### config.mk
export PLATFORM = sky130hd
export DESIGN_NAME = mem_access
export DESIGN_NICKNAME = d
export VERILOG_FILES = /design/src/rtl/dual_is_pkg.sv /design/src/rtl/mem_align.sv /design/src/rtl/mem_access.sv
export SDC_FILE = /design/constraint.sdc
export NUM_CORES = 1
export LEC_CHECK = 0
export CORE_UTILIZATION = 49
export CTS_CLUSTER_DIAMETER = 50
export DETAILED_ROUTE_END_ITERATION = 10
export PLACE_DENSITY = 0.86
export SLEW_MARGIN = 20
export SYNTH_ARGS = -nofsm -noshare
export SYNTH_HDL_FRONTEND = slang
export SYNTH_SLANG_ARGS = --single-unit
### constraint.sdc
create_clock -name clk -period 7.33 [get_ports clk]
set_input_delay 1.8325 -clock clk [delete_from_list [all_inputs] [get_ports clk]]
set_output_delay 1.8325 -clock clk [all_outputs]
set_load 0.005 [all_outputs]
### src/rtl/dual_is_pkg.sv
// ---------------------------------------------------------------------------
// dual_is_pkg
// Shared definitions for the Dual-IS RV32IM pipeline stages.
//   - RV32 opcode encodings used to classify instructions
//   - load/store funct3 encodings (width and signedness)
//   - mem_state_e : memory-access stage FSM state encoding
//   - helpers     : reserved funct3 detection, register-write classification
// ---------------------------------------------------------------------------
package dual_is_pkg;

    // RV32 base opcodes
    localparam logic [6:0] OP_LOAD   = 7'b0000011;
    localparam logic [6:0] OP_STORE  = 7'b0100011;
    localparam logic [6:0] OP_BRANCH = 7'b1100011;
    localparam logic [6:0] OP_FENCE  = 7'b0001111;
    localparam logic [6:0] OP_SYSTEM = 7'b1110011;
    localparam logic [6:0] OP_OPIMM  = 7'b0010011;
    localparam logic [6:0] OP_OP     = 7'b0110011;
    localparam logic [6:0] OP_LUI    = 7'b0110111;
    localparam logic [6:0] OP_AUIPC  = 7'b0010111;
    localparam logic [6:0] OP_JAL    = 7'b1101111;
    localparam logic [6:0] OP_JALR   = 7'b1100111;

    // Load/store width encodings
    localparam logic [2:0] F3_B  = 3'd0;
    localparam logic [2:0] F3_H  = 3'd1;
    localparam logic [2:0] F3_W  = 3'd2;
    localparam logic [2:0] F3_BU = 3'd4;
    localparam logic [2:0] F3_HU = 3'd5;

    typedef enum logic [1:0] {
        IDLE = 2'd0,
        REQ  = 2'd1,
        RESP = 2'd2
    } mem_state_e;

    // Loads define B/H/W/BU/HU; stores only B/H/W.
    function automatic logic f3_reserved(input logic is_store, input logic [2:0] f3);
        if (is_store) begin
            return (f3 >= 3'd3);
        end
        return (f3 == 3'd3) || (f3 == 3'd6) || (f3 == 3'd7);
    endfunction

    // Branches, fences and system ops never write the register file.
    function automatic logic writes_rd(input logic [6:0] op);
        return !((op == OP_BRANCH) || (op == OP_FENCE) || (op == OP_SYSTEM));
    endfunction

endpackage

### src/rtl/mem_align.sv
// ---------------------------------------------------------------------------
// mem_align
// Combinational lane logic for the memory-access stage.
//   funct3_i      : access width/signedness
//   is_store_i    : 1 = store, 0 = load
//   addr_i        : byte address (effective address)
//   store_data_i  : rs2 value for stores
//   rdata_i       : word returned by data memory
//   word_addr_o   : address with bits [1:0] cleared
//   be_o/wdata_o  : store byte enables and lane-replicated data
//   load_data_o   : extracted and sign/zero-extended load value
//   misaligned_o  : half with addr[0]=1 or word with addr[1:0]!=0
//   reserved_o    : funct3 has no defined meaning for this access type
// ---------------------------------------------------------------------------
module mem_align
    import dual_is_pkg::*;
(
    input  logic [2:0]  funct3_i,
    input  logic        is_store_i,
    input  logic [31:0] addr_i,
    input  logic [31:0] store_data_i,
    input  logic [31:0] rdata_i,
    output logic [31:0] word_addr_o,
    output logic [3:0]  be_o,
    output logic [31:0] wdata_o,
    output logic [31:0] load_data_o,
    output logic        misaligned_o,
    output logic        reserved_o
);

    logic [1:0]  off;
    logic [7:0]  byte_sel;
    logic [15:0] half_sel;

    always_comb begin
        reserved_o  = f3_reserved(is_store_i, funct3_i);
        word_addr_o = {addr_i[31:2], 2'b00};

        // Offset masked to natural alignment; only matters when the
        // misaligned access is allowed to proceed.
        off          = addr_i[1:0];
        misaligned_o = 1'b0;
        case (funct3_i[1:0])
            2'b01: begin
                off[0]       = 1'b0;
                misaligned_o = addr_i[0];
            end
            2'b10: begin
                off          = 2'b00;
                misaligned_o = |addr_i[1:0];
            end
            default: ;
        endcase
        if (reserved_o) begin
            misaligned_o = 1'b0;
        end

        // Store lanes
        case (funct3_i[1:0])
            2'b00: begin
                be_o    = 4'b0001 << off;
                wdata_o = {4{store_data_i[7:0]}};
            end
            2'b01: begin
                be_o    = 4'b0011 << {off[1], 1'b0};
                wdata_o = {2{store_data_i[15:0]}};
            end
            default: begin
                be_o    = 4'hF;
                wdata_o = store_data_i;
            end
        endcase

        // Load lanes
        byte_sel = rdata_i[{off, 3'b000} +: 8];
        half_sel = rdata_i[{off[1], 4'b0000} +: 16];
        case (funct3_i)
            F3_B:    load_data_o = {{24{byte_sel[7]}}, byte_sel};
            F3_BU:   load_data_o = {24'h0, byte_sel};
            F3_H:    load_data_o = {{16{half_sel[15]}}, half_sel};
            F3_HU:   load_data_o = {16'h0, half_sel};
            default: load_data_o = rdata_i;
        endcase
    end

endmodule

### src/rtl/mem_access.sv
// ---------------------------------------------------------------------------
// mem_access
// Memory-access stage of the Dual-IS RV32IM pipeline. Accepts one
// instruction at a time from execute, performs loads/stores over a
// req/gnt/rvalid data-memory port, and emits a one-cycle writeback beat.
//
// Ports:
//   clk, rst_n                 : clock, async active-low reset
//   ex_*                       : instruction from execute (valid/ready)
//   dmem_req/we/be/addr/wdata  : registered memory request
//   dmem_gnt/rvalid/rdata      : memory response
//   wb_valid/rd/data/we        : writeback beat
//   wb_misaligned              : misaligned-access trap flag
//   dbg_state                  : current FSM state (mem_state_e encoding)
//
// Configuration macro: MEM_ACCESS_MISALIGN_TRAP_EN
//   defined   : misaligned loads/stores issue no request and produce a
//               beat with wb_misaligned=1, wb_we=0
//   undefined : low address bits are masked to natural alignment and the
//               access proceeds; wb_misaligned stays 0
//
// Handshake: an instruction transfers on a rising edge where
// ex_valid & ex_ready; ex_ready is high only in IDLE. Memory requests are
// held (req/we/be/addr/wdata stable) until the edge where dmem_gnt is high;
// dmem_rvalid is honoured only in RESP, at least one cycle after the grant.
// ---------------------------------------------------------------------------
module mem_access
    import dual_is_pkg::*;
#(
    parameter int ADDR_W = 32
) (
    input  logic              clk,
    input  logic              rst_n,
    input  logic              ex_valid,
    output logic              ex_ready,
    input  logic [6:0]        ex_opcode,
    input  logic [2:0]        ex_funct3,
    input  logic [4:0]        ex_rd,
    input  logic [31:0]       ex_aluout,
    input  logic [31:0]       ex_store_data,
    output logic              dmem_req,
    output logic              dmem_we,
    output logic [3:0]        dmem_be,
    output logic [ADDR_W-1:0] dmem_addr,
    output logic [31:0]       dmem_wdata,
    input  logic              dmem_gnt,
    input  logic              dmem_rvalid,
    input  logic [31:0]       dmem_rdata,
    output logic              wb_valid,
    output logic [4:0]        wb_rd,
    output logic [31:0]       wb_data,
    output logic              wb_we,
    output logic              wb_misaligned,
    output logic [1:0]        dbg_state
);

`ifdef MEM_ACCESS_MISALIGN_TRAP_EN
    localparam bit TRAP_EN = 1'b1;
`else
    localparam bit TRAP_EN = 1'b0;
`endif

    mem_state_e state_q;

    // Captured instruction
    logic [6:0]  opcode_q;
    logic [2:0]  funct3_q;
    logic [4:0]  rd_q;
    logic [31:0] aluout_q;
    logic [31:0] sdata_q;

    // Registered outputs
    logic              dmem_req_q;
    logic              dmem_we_q;
    logic [3:0]        dmem_be_q;
    logic [ADDR_W-1:0] dmem_addr_q;
    logic [31:0]       dmem_wdata_q;
    logic              wb_valid_q;
    logic [4:0]        wb_rd_q;
    logic [31:0]       wb_data_q;
    logic              wb_we_q;
    logic              wb_misaligned_q;

    // Alignment inputs: live execute values while accepting, captured
    // values once a transaction is in flight.
    logic        in_idle;
    logic [2:0]  al_funct3;
    logic        al_is_store;
    logic [31:0] al_addr;
    logic [31:0] al_sdata;
    logic [31:0] al_word_addr;
    logic [3:0]  al_be;
    logic [31:0] al_wdata;
    logic [31:0] al_load_data;
    logic        al_misaligned;
    logic        al_reserved;

    logic        ex_is_mem;
    logic        trap;

    assign in_idle     = (state_q == IDLE);
    assign al_funct3   = in_idle ? ex_funct3 : funct3_q;
    assign al_is_store = in_idle ? (ex_opcode == OP_STORE) : (opcode_q == OP_STORE);
    assign al_addr     = in_idle ? ex_aluout : aluout_q;
    assign al_sdata    = in_idle ? ex_store_data : sdata_q;

    assign ex_is_mem   = (ex_opcode == OP_LOAD) || (ex_opcode == OP_STORE);
    assign trap        = TRAP_EN && al_misaligned;

    mem_align u_align (
        .funct3_i     (al_funct3),
        .is_store_i   (al_is_store),
        .addr_i       (al_addr),
        .store_data_i (al_sdata),
        .rdata_i      (dmem_rdata),
        .word_addr_o  (al_word_addr),
        .be_o         (al_be),
        .wdata_o      (al_wdata),
        .load_data_o  (al_load_data),
        .misaligned_o (al_misaligned),
        .reserved_o   (al_reserved)
    );

    always_ff @(posedge clk or negedge rst_n) begin
        if (!rst_n) begin
            state_q         <= IDLE;
            opcode_q        <= '0;
            funct3_q        <= '0;
            rd_q            <= '0;
            aluout_q        <= '0;
            sdata_q         <= '0;
            dmem_req_q      <= 1'b0;
            dmem_we_q       <= 1'b0;
            dmem_be_q       <= '0;
            dmem_addr_q     <= '0;
            dmem_wdata_q    <= '0;
            wb_valid_q      <= 1'b0;
            wb_rd_q         <= '0;
            wb_data_q       <= '0;
            wb_we_q         <= 1'b0;
            wb_misaligned_q <= 1'b0;
        end else begin
            // Writeback is a single-cycle pulse.
            wb_valid_q      <= 1'b0;
            wb_misaligned_q <= 1'b0;

            case (state_q)
                IDLE: begin
                    if (ex_valid) begin
                        opcode_q <= ex_opcode;
                        funct3_q <= ex_funct3;
                        rd_q     <= ex_rd;
                        aluout_q <= ex_aluout;
                        sdata_q  <= ex_store_data;

                        if (ex_is_mem) begin
                            if (al_reserved || trap) begin
                                // No memory access; report completion next cycle.
                                wb_valid_q      <= 1'b1;
                                wb_rd_q         <= ex_rd;
                                wb_data_q       <= '0;
                                wb_we_q         <= 1'b0;
                                wb_misaligned_q <= trap;
                            end else begin
                                dmem_req_q   <= 1'b1;
                                dmem_we_q    <= al_is_store;
                                dmem_be_q    <= al_is_store ? al_be : 4'hF;
                                dmem_addr_q  <= ADDR_W'(al_word_addr);
                                dmem_wdata_q <= al_is_store ? al_wdata : 32'h0;
                                state_q      <= REQ;
                            end
                        end else begin
                            wb_valid_q <= 1'b1;
                            wb_rd_q    <= ex_rd;
                            wb_data_q  <= ex_aluout;
                            wb_we_q    <= writes_rd(ex_opcode);
                        end
                    end
                end

                REQ: begin
                    // An rvalid coincident with the grant is not ours yet.
                    if (dmem_gnt) begin
                        dmem_req_q <= 1'b0;
                        if (opcode_q == OP_STORE) begin
                            wb_valid_q <= 1'b1;
                            wb_rd_q    <= rd_q;
                            wb_data_q  <= '0;
                            wb_we_q    <= 1'b0;
                            state_q    <= IDLE;
                        end else begin
                            state_q <= RESP;
                        end
                    end
                end

                RESP: begin
                    if (dmem_rvalid) begin
                        wb_valid_q <= 1'b1;
                        wb_rd_q    <= rd_q;
                        wb_data_q  <= al_load_data;
                        wb_we_q    <= 1'b1;
                        state_q    <= IDLE;
                    end
                end

                default: state_q <= IDLE;
            endcase
        end
    end

    assign ex_ready      = in_idle;
    assign dmem_req      = dmem_req_q;
    assign dmem_we       = dmem_we_q;
    assign dmem_be       = dmem_be_q;
    assign dmem_addr     = dmem_addr_q;
    assign dmem_wdata    = dmem_wdata_q;
    assign wb_valid      = wb_valid_q;
    assign wb_rd         = wb_rd_q;
    assign wb_data       = wb_data_q;
    assign wb_we         = wb_we_q;
    assign wb_misaligned = wb_misaligned_q;
    assign dbg_state     = state_q;

endmodule

==> impl_metrics.yaml <==
status:
  status: "finished clean"
sta:
  max_freq_mhz: 190.5
  post-route-period-util_pct: 71.62
  finClkSkew_ps: 10.04
  final-max-slew-violation-count: 0
  tightest_slew_ps: 1109
  rsz0062_at_grt: "no"
  slew_headroom_pct: 26.05
  setup_violations: 0
  period_needed_ps: 5250
  setup_tns_ps: 0
  final_hold_viol_count: 0
hold_path:
  whs_path_depth: 1
  worstHoldPathType: "reg -> reg"
critical_path:
  r2r_cells: 10
  arrival_ps: 5500
  path_class: "in -> reg"
  endpoint_kind: "flop"
  cp.required_ps: 7580
  worstPathMaxFanout: 43
  start_kind: "input pin"
clock_tree:
  clk_pin_slew_ps: 50
  insertion_delay_ps: 430
  cts_resized: 0
  clockBufferDepth: 2
  h-tree-depth: 4
  clock_sinks: 126
  cts_buffers: 17
  root_buffer: "clkbuf_16"
  cts_setup_buffers: 0
  cts_tree: "yes"
  cts.hold.buffers_added: 0
global_route:
  grt_overflow: 0
  first_global_vias: 5761
  grt_max_degree: 78
  grt_pass1_wl_mm: 31.28
  grtUsageTotal_pct: 30.55
  antenna_found_initial: 0
finish:
  fin_cells: 963
  syn_to_final_growth_pct: 44.42
  final_common_cell: "clkdlybuf4s50_1"
  layout-drive-gt1-share_pct: 13.53
  diodes: 0
  nNetsFinal: 902
  stdcell_area_um2: 9356
  final_cell_mix: "224 x clkdlybuf4s50_1, 126 x dfrtp_1, 50 x mux2_2"
floorplan:
  start_util_pct: 50.72
  die_height_um: 117.0
  die_area_um2: 13690
  num_rows: 41
  pin_count: 229
  coreArea_um2: 12770
  die_width_um: 117.0
logic_synthesis:
  synth_top_flop_cell: "dfrtp_1"
  synth_edf_count: 0
  synth_cells: 578
  yosys_warnings: 0
  synth.distinct_cells: 59
  yosysSeqAreaShare_pct: 48.67
  syn-cell-area_um2: 6479
  synthArstFlopShare_pct: 100.0
  synth.avg_cell_area_um2: 11.21
  synth-seq-cells: 126
place:
  numPortBuffers: 225
  dp.final_hpwl_mm: 14.81
  place.gp.congestion: 0.9248
  place_area_um2: 8740
  place_inst: 931
drt:
  drc: 0
  avgRoutedWirePerCell_um: 21.15
  drt_iter0_markers: 720
  firstDrtPassIters: 6
  detail-route-antenna-nets: 0
  viasPerCell: 6.181
  wirelength_mm: 20.37
  route.vias.total: 5952
power:
  p_leak_nw: 3.866
  irDropWorstVdd_uv: 132.9
  powerDensity_nw_per_um2: 219.6
job:
  maxCapViolCount: 0
-- through the flow --
stage	worst slack [ps]	utilization (%)	total power, mW	hold slack (ps)
CTS	2179	73.19	2.058	488.0
detailed placement	1757	68.42	1.191	471.3
global placement	1925	68.42	1.177	463.3
global route	1822	73.25	2.129	507.9
floorplan	3211	-	0.9459	473.3
finish	2080	73.25	2.055	487.8
-- flip-flops by register name (all words and copies together) (netlist names), 3 cells and up --
signal and count:
dmem_be 4, wb_rd 5, opcode_q 7, dmem_addr 30
rd_q 5, dmem_wdata 32, funct3_q 3, wb_data 32
-- routing by layer --
metal	track usage, %	routed length (µm)
met1	38.92	7892
met4	12.49	632
met5	0	0
met3	7.467	1802
met2	50.10	10040
-- cell usage after synthesis, types with 2 or more instances --
library cell | number | area [µm²]
dfrtp_1 | 126 | 3153
mux2_2 | 50 | 563.0
o211ai_1 | 41 | 307.8
nand2_1 | 35 | 131.4
o21ai_0 | 31 | 155.2
inv_1 | 24 | 90.09
mux2i_1 | 24 | 240.2
nand3_1 | 22 | 110.1
clkbuf_1 | 21 | 78.83
nor2_1 | 21 | 78.83
a31oi_1 | 17 | 106.4
a21oi_1 | 15 | 75.07
and3_1 | 14 | 87.58
a222oi_1 | 13 | 130.1
buf_2 | 13 | 65.06
a221o_1 | 9 | 90.09
a22o_1 | 8 | 70.07
ha_1 | 8 | 100.1
o2bb2ai_1 | 8 | 70.07
buf_4 | 6 | 45.04
mux4_2 | 6 | 135.1
buf_1 | 5 | 18.77
nand4_1 | 5 | 31.28
and2_1 | 4 | 25.02
buf_6 | 4 | 45.04
a211o_1 | 3 | 26.28
a32oi_1 | 3 | 26.28
a41oi_1 | 3 | 26.28
mux2_1 | 3 | 33.78
nand2b_1 | 3 | 18.77
nor2b_1 | 3 | 18.77
a2111oi_4 | 2 | 55.05
a211oi_1 | 2 | 15.01
-- area by class of cell --
| type | instances | area (µm²) |
|---|---|---|
| Fill cell | 863 | 3417 |
| Timing Repair Buffer | 229 | 2280 |
| Inverter | 24 | 90.09 |
| Clock inverter | 11 | 138.9 |
| Clock buffer | 21 | 470.5 |
| Sequential cell | 126 | 3153 |
| Tap cell | 172 | 215.2 |
| Multi-Input combinational cell | 380 | 3009 |
-- cell families after synthesis --
family / count (synthesis) / synth area share (%)
compound gates: 167 / 19.62
fa+ha+maj: 8 / 1.545
mux: 85 / 15.57
other cells: 1 / 0.05788
buf+inv: 74 / 5.369
simple gates: 117 / 9.174
flops: 126 / 48.67
-- power by group --
part	switching, mW	internal, mW	leakage, nW
clock	0.312	0.559	0.299
combinational	0.158	0.222	2.02
sequential	0.0406	0.764	1.55
total	0.511	1.54	3.87
-- path summary, 6_finish.rpt --
path | slack [ps] | to | start
max in group asynchronous | 4480 | opcode_q[1] | rst_n
worst min-delay path | 490 | dmem_we | dmem_we
worst min register to register | 490 | dmem_we | dmem_we
worst max register to register | 2600 | wb_data[20] | dbg_state[0]
worst max-delay path | 2080 | wb_data[20] | ex_funct3[1]
min in group asynchronous | 1430 | dmem_addr[18] | rst_n
-- worst max-delay path, stage by stage --
cell and delay, ps:
clkdlybuf4s50_1 470, mux2_2 510, inv_1 380, buf_4 360, ha_1 410, o211ai_1 180, mux2i_1 150, a2111oi_4 940
o211ai_1 240
Note: power is estimated with default switching activity, not from simulation.
